`config.mk`:
```
export PLATFORM = sky130hd
export DESIGN_NAME = ripple_count_monitor
export DESIGN_NICKNAME = d
export VERILOG_FILES = /design/src/rtl/ripple_count_monitor.sv
export SDC_FILE = /design/constraint.sdc
export NUM_CORES = 1
export LEC_CHECK = 0
export BUFFER_PORTS_ARGS = -buffer_cell sky130_fd_sc_hd__buf_2
export CAP_MARGIN = 5
export CORE_ASPECT_RATIO = 0.6
export CORE_MARGIN = 3
export CORE_UTILIZATION = 47
export DETAILED_ROUTE_END_ITERATION = 8
export HOLD_SLACK_MARGIN = 0.03
export MAX_ROUTING_LAYER = met4
export PLACE_DENSITY = 0.81
export SLEW_MARGIN = 15
export SYNTH_ARGS = -nofsm -noshare
export SYNTH_HDL_FRONTEND = slang
export SYNTH_SLANG_ARGS = --single-unit
```
`constraint.sdc`:
```
create_clock -name clk -period 2.9 [get_ports clk]
set_input_delay 0.435 -clock clk [delete_from_list [all_inputs] [get_ports clk]]
set_output_delay 0.435 -clock clk [all_outputs]
set_load 0.03 [all_outputs]
```
`src/rtl/ripple_count_monitor.sv`:
```
// rtl/ripple_count_monitor.sv - synchronizes, filters and extends a 3-bit ripple count
module ripple_count_monitor #(
  parameter int EXT_W         = 5,
  parameter int STABLE_CYCLES = 2,
  localparam int W            = 3 + EXT_W
) (
  input  logic         clk,
  input  logic         reset,
  input  logic [2:0]   q_in,
  input  logic         clear,
  input  logic [W-1:0] threshold,
  output logic [W-1:0] total,
  output logic         step,
  output logic         wrap,
  output logic         match,
  output logic         err,
  output logic         evt_valid,
  input  logic         evt_ready,
  output logic [W-1:0] evt_count,
  output logic         evt_err,
  output logic         ovf
);

  typedef enum logic {
    ACQUIRE = 1'b0,
    TRACK   = 1'b1
  } state_t;

  localparam logic [2:0] HOLD_MAX = 3'(STABLE_CYCLES);

  state_t             state;
  state_t             state_n;
  logic [2:0]         sync1;
  logic [2:0]         sync2;
  logic [2:0]         hold;
  logic [2:0]         cur;
  logic [EXT_W-1:0]   ext;

  logic               cand_valid;
  logic               accept;
  logic               load_cur;
  logic               is_step;
  logic               is_wrap;
  logic [2:0]         diff;
  logic [EXT_W-1:0]   ext_n;
  logic [W-1:0]       total_n;

  assign total = {ext, cur};

  // Two-flop synchronizer plus hold counter measuring how long sync2 has been steady
  always_ff @(posedge clk or posedge reset) begin
    if (reset) begin
      sync1 <= 3'd0;
      sync2 <= 3'd0;
      hold  <= 3'd0;
    end else begin
      sync1 <= q_in;
      sync2 <= sync1;
      if (clear || (sync1 != sync2)) begin
        hold <= 3'd0;
      end else if (hold != HOLD_MAX) begin
        hold <= hold + 3'd1;
      end
    end
  end

  // FSM state register
  always_ff @(posedge clk or posedge reset) begin
    if (reset) begin
      state <= ACQUIRE;
    end else begin
      state <= state_n;
    end
  end

  // Next state plus classification of the steady candidate against the current count
  always_comb begin
    state_n    = state;
    cand_valid = (hold == HOLD_MAX);
    accept     = 1'b0;
    load_cur   = 1'b0;
    diff       = sync2 - cur;
    case (state)
      ACQUIRE: begin
        if (cand_valid) begin
          load_cur = 1'b1;
          state_n  = TRACK;
        end
      end
      TRACK: begin
        if (cand_valid && (sync2 != cur)) begin
          accept   = 1'b1;
          load_cur = 1'b1;
        end
      end
    endcase
    is_step = accept && (diff == 3'd1);
    is_wrap = is_step && (cur == 3'd7);
    ext_n   = ext + EXT_W'(is_wrap);
    total_n = {ext_n, sync2};
    if (clear) begin
      state_n = ACQUIRE;
    end
  end

  // Count tracking: low bits, wrap extension, sticky error and one-cycle pulses
  always_ff @(posedge clk or posedge reset) begin
    if (reset) begin
      cur   <= 3'd0;
      ext   <= '0;
      err   <= 1'b0;
      step  <= 1'b0;
      wrap  <= 1'b0;
      match <= 1'b0;
    end else if (clear) begin
      cur   <= 3'd0;
      ext   <= '0;
      err   <= 1'b0;
      step  <= 1'b0;
      wrap  <= 1'b0;
      match <= 1'b0;
    end else begin
      step  <= is_step;
      wrap  <= is_wrap;
      match <= is_step && (total_n == threshold);
      ext   <= ext_n;
      if (load_cur) begin
        cur <= sync2;
      end
      if (accept && !is_step) begin
        err <= 1'b1;
      end
    end
  end

  // Single-entry event record; a new event while the record is stuck is dropped
  always_ff @(posedge clk or posedge reset) begin
    if (reset) begin
      evt_valid <= 1'b0;
      evt_count <= '0;
      evt_err   <= 1'b0;
      ovf       <= 1'b0;
    end else if (clear) begin
      evt_valid <= 1'b0;
      evt_count <= '0;
      evt_err   <= 1'b0;
      ovf       <= 1'b0;
    end else if (accept) begin
      if (!evt_valid || evt_ready) begin
        evt_valid <= 1'b1;
        evt_count <= total_n;
        evt_err   <= !is_step;
      end else begin
        ovf <= 1'b1;
      end
    end else if (evt_valid && evt_ready) begin
      evt_valid <= 1'b0;
    end
  end

endmodule
```
==> impl_results.md <==
- Kind of end point of the critical path: flip-flop
- Number of flops mapped to enable cells by yosys: 0
- Placed instance count: 210
- Max Clk Rate: 0.362 GHz
- DIE WIDTH: 80.4 um
- Core outline area: 3020 sq um
- Final hold slack: 0.224 ns
- Clock Power Share: 39.0%
- DP Area: 1810 sq um
- Deepest clock path buffer count: 2
- Final WL: 3190 um
- Htree depth: 2
- Num CTS Buffers: 5
- Die area: 4070 sq um
- Critical Path AT: 2.95 ns
- Critical path class: flip-flop to flip-flop
- # nets final: 199
- DP HPWL: 2330 um
- First-pass iteration count of the detailed router: 4
- Internal power: 678 uW
- Setup-failing EPs final: 0
- Slew Limit Fails: 0
- IO Port Bufs: 37
- Sequential area share after synthesis: 52.9%
- Seq cells post-synth: 33
- Final Skew: 0.00206 ns
- Hold Buf Count CTS: 0
- Final core occ: 63.7%
- Peak VDD IR: 0.000259 V
- GP Congestion: 0.981
- DRC errors left: 0
- Synth Warn #: 0
- P_leak: 0.969 nW
- Nature of the critical path startpoint: flip-flop
- Post-synthesis net count: 152
- Slew margin rel.: 46.9%
- All-layer global routing usage: 17.6%
- Synth-to-Final Area Change: 23.3%
- Max-cap viol count: 0
- Fill cells: 247
- Reg power frac: 54.4%
- Placement Setup Slack: 0.0417 ns
- Post-route ant nets: 0
- Mapped Area: 1560 sq um
- Clk slew on worst S/H paths: 0.06 ns
- Initial antenna violation count: 0
- Fin cells: 219
- Die height: 50.6 um
- Gr ovfl total: 0
- Final hold vios: 0
- Final Total Pwr: 867 uW
- Final setup margin: 0.140 ns
- Switching Share: 21.8%
- Via count: 1,083
- Combinational cell fraction of total power: 6.7%
- Worst Tran Pin Value: 0.797 ns
- Vias per inst: 4.95
- Net Switching: 189 uW
- Worst-path fanout max: 4
- Netlist cell types: 30
- Pwr/cell area: 450 nW/um^2
- Clk sinks: 33
- Worst path required time: 3.09 ns
- Top-Level Pins: 38
- Post-synthesis async set-or-reset flop share: 100%
- DR iter-0 viols: 47
- Global-route wire length before repair: 5160 um
- Minimum clock period: 2.76 ns
- Avg Synthesized Cell Area: 12.0 sq um
- Status: finished clean
- Ant. Diodes: 0
- WL per Instance: 14.6 um
- Final setup TNS: 0 ns
- Largest net degree at the start of global routing: 34
- CTS tree: done
- Site row count: 15
- Vias in the first global route: 1,099
- Main synth FF type: dfrtp_1
- Worst min-delay path class: input port to asynchronous set/reset pin
- Worst skew pair latency: 0.28 ns
- Post-Syn Instances: 130
- RSZ-0062 raised after global routing: false
- Root buf cell: clkbuf_8
- Share of layout cells above drive strength 1: 34.5%
- Starting density of the core: 51.7%
- Design area: 1930 sq um
- Tcrit/Tclk final: 95.2%
-- sequential cells by signal (all words and copies together) (netlist names) --
name,count
cur,3
err,1
evt_count,8
evt_err,1
evt_valid,1
ext,5
hold,3
match,1
ovf,1
state,1
step,1
sync1,3
sync2,3
wrap,1
-- cell usage in the layout (no fill, tap or decap), drive strengths merged, types with 5 or more instances in the layout --
cell type / synthesis / final
buf: 3 / 44
clkbuf: 1 / 7
dfrtp: 33 / 33
ha: 6 / 6
inv: 6 / 6
mux2i: 9 / 9
nor2: 22 / 22
nor2b: 5 / 5
xnor2: 7 / 7
xor2: 9 / 9
-- repair_timing --
action | in CTS | in global routing
hold endpoints to repair | 0 | 0
endpoints found under the setup margin | 0 | 1
buffers inserted | 0 | 2
resized for setup | 0 | 4
-- layout make-up --
cell class	count	area [sq um]	share of cell area, %
repair buffers	44	238	12.3
inverters	6	22.5	1.17
flip-flops and latches	33	826	42.9
multi-input cells	87	701	36.4
well taps	42	52.6	2.73
clock buffers	7	86.3	4.48
-- worst paths after layout --
check / startpoint / endpoint / depth (start not counted) / slack (ns)
min in group clk: q_in[1] / sync1[1] / 1 / 0.25
setup / recovery: cur[0] / match / 11 / 0.14
hold reg to reg: sync1[2] / sync2[2] / 0 / 0.39
hold / removal: reset / evt_count[1] / 3 / 0.22
max in group asynchronous: reset / step / 3 / 2.38
setup reg to reg: cur[0] / match / 11 / 0.14
-- power by group through the flow --
stage	Clock, mW	Sequential (mW)	Combinational [mW]
after global placement	0	0.479	0.0548
after floorplan	0	0.479	0.0345
after CTS	0.350	0.471	0.0568
after detailed placement	0	0.479	0.0564
final	0.338	0.471	0.0577
after global routing	0.370	0.471	0.0637
-- cells by family (layout without fill, tap and decap cells) --
| family | Yosys count | count (layout) | synth area share (%) |
|---|---|---|---|
| buffers and inverters | 10 | 57 | 3.36 |
| xor gates and xnor gates | 17 | 17 | 10.4 |
| muxes | 9 | 9 | 5.77 |
| and+or+nand+nor | 43 | 43 | 14.3 |
| AOI/OAI and AO/OA | 11 | 11 | 7.21 |
| DFF | 33 | 33 | 52.9 |
| adders and majority gates | 7 | 7 | 6.09 |
-- worst max-delay path: stages, from the launching register on --
cell and delay (ns):
dfrtp_1 0.41, ha_2 0.20, fa_1 0.37, xnor3_1 0.23, nand3b_1 0.12, nor3_2 0.17
ha_2 0.20, ha_1 0.21, xnor2_2 0.17, xor2_1 0.20, nand4_1 0.16, nor4_4 0.23
-- Yosys cell counts, types with 2 or more instances --
library cell,n,area (sq um)
nor3_1,2,10.0
xor2_1,9,78.8
ha_1,6,75.1
inv_1,6,22.5
nand2_1,3,11.3
buf_6,2,22.5
a211oi_2,3,37.5
xnor2_1,7,61.3
nor2b_1,5,31.3
nand3b_1,2,15.0
mux2i_1,9,90.1
nor2_1,22,82.6
dfrtp_1,33,826
a21oi_1,3,15.0
nand3_1,3,15.0
-- routing by layer --
| metal | GRT usage (%) | vias to the layer above | part of all wire (%) |
|---|---|---|---|
| met5 | - | - | 0 |
| met4 | 6.74 | 0 | 1.8 |
| met3 | 5.56 | 9 | 4.9 |
| met2 | 25.4 | 23 | 47 |
| li1 | - | 530 | - |
| met1 | 23.1 | 521 | 46 |
(Power assumes the default switching activity.)
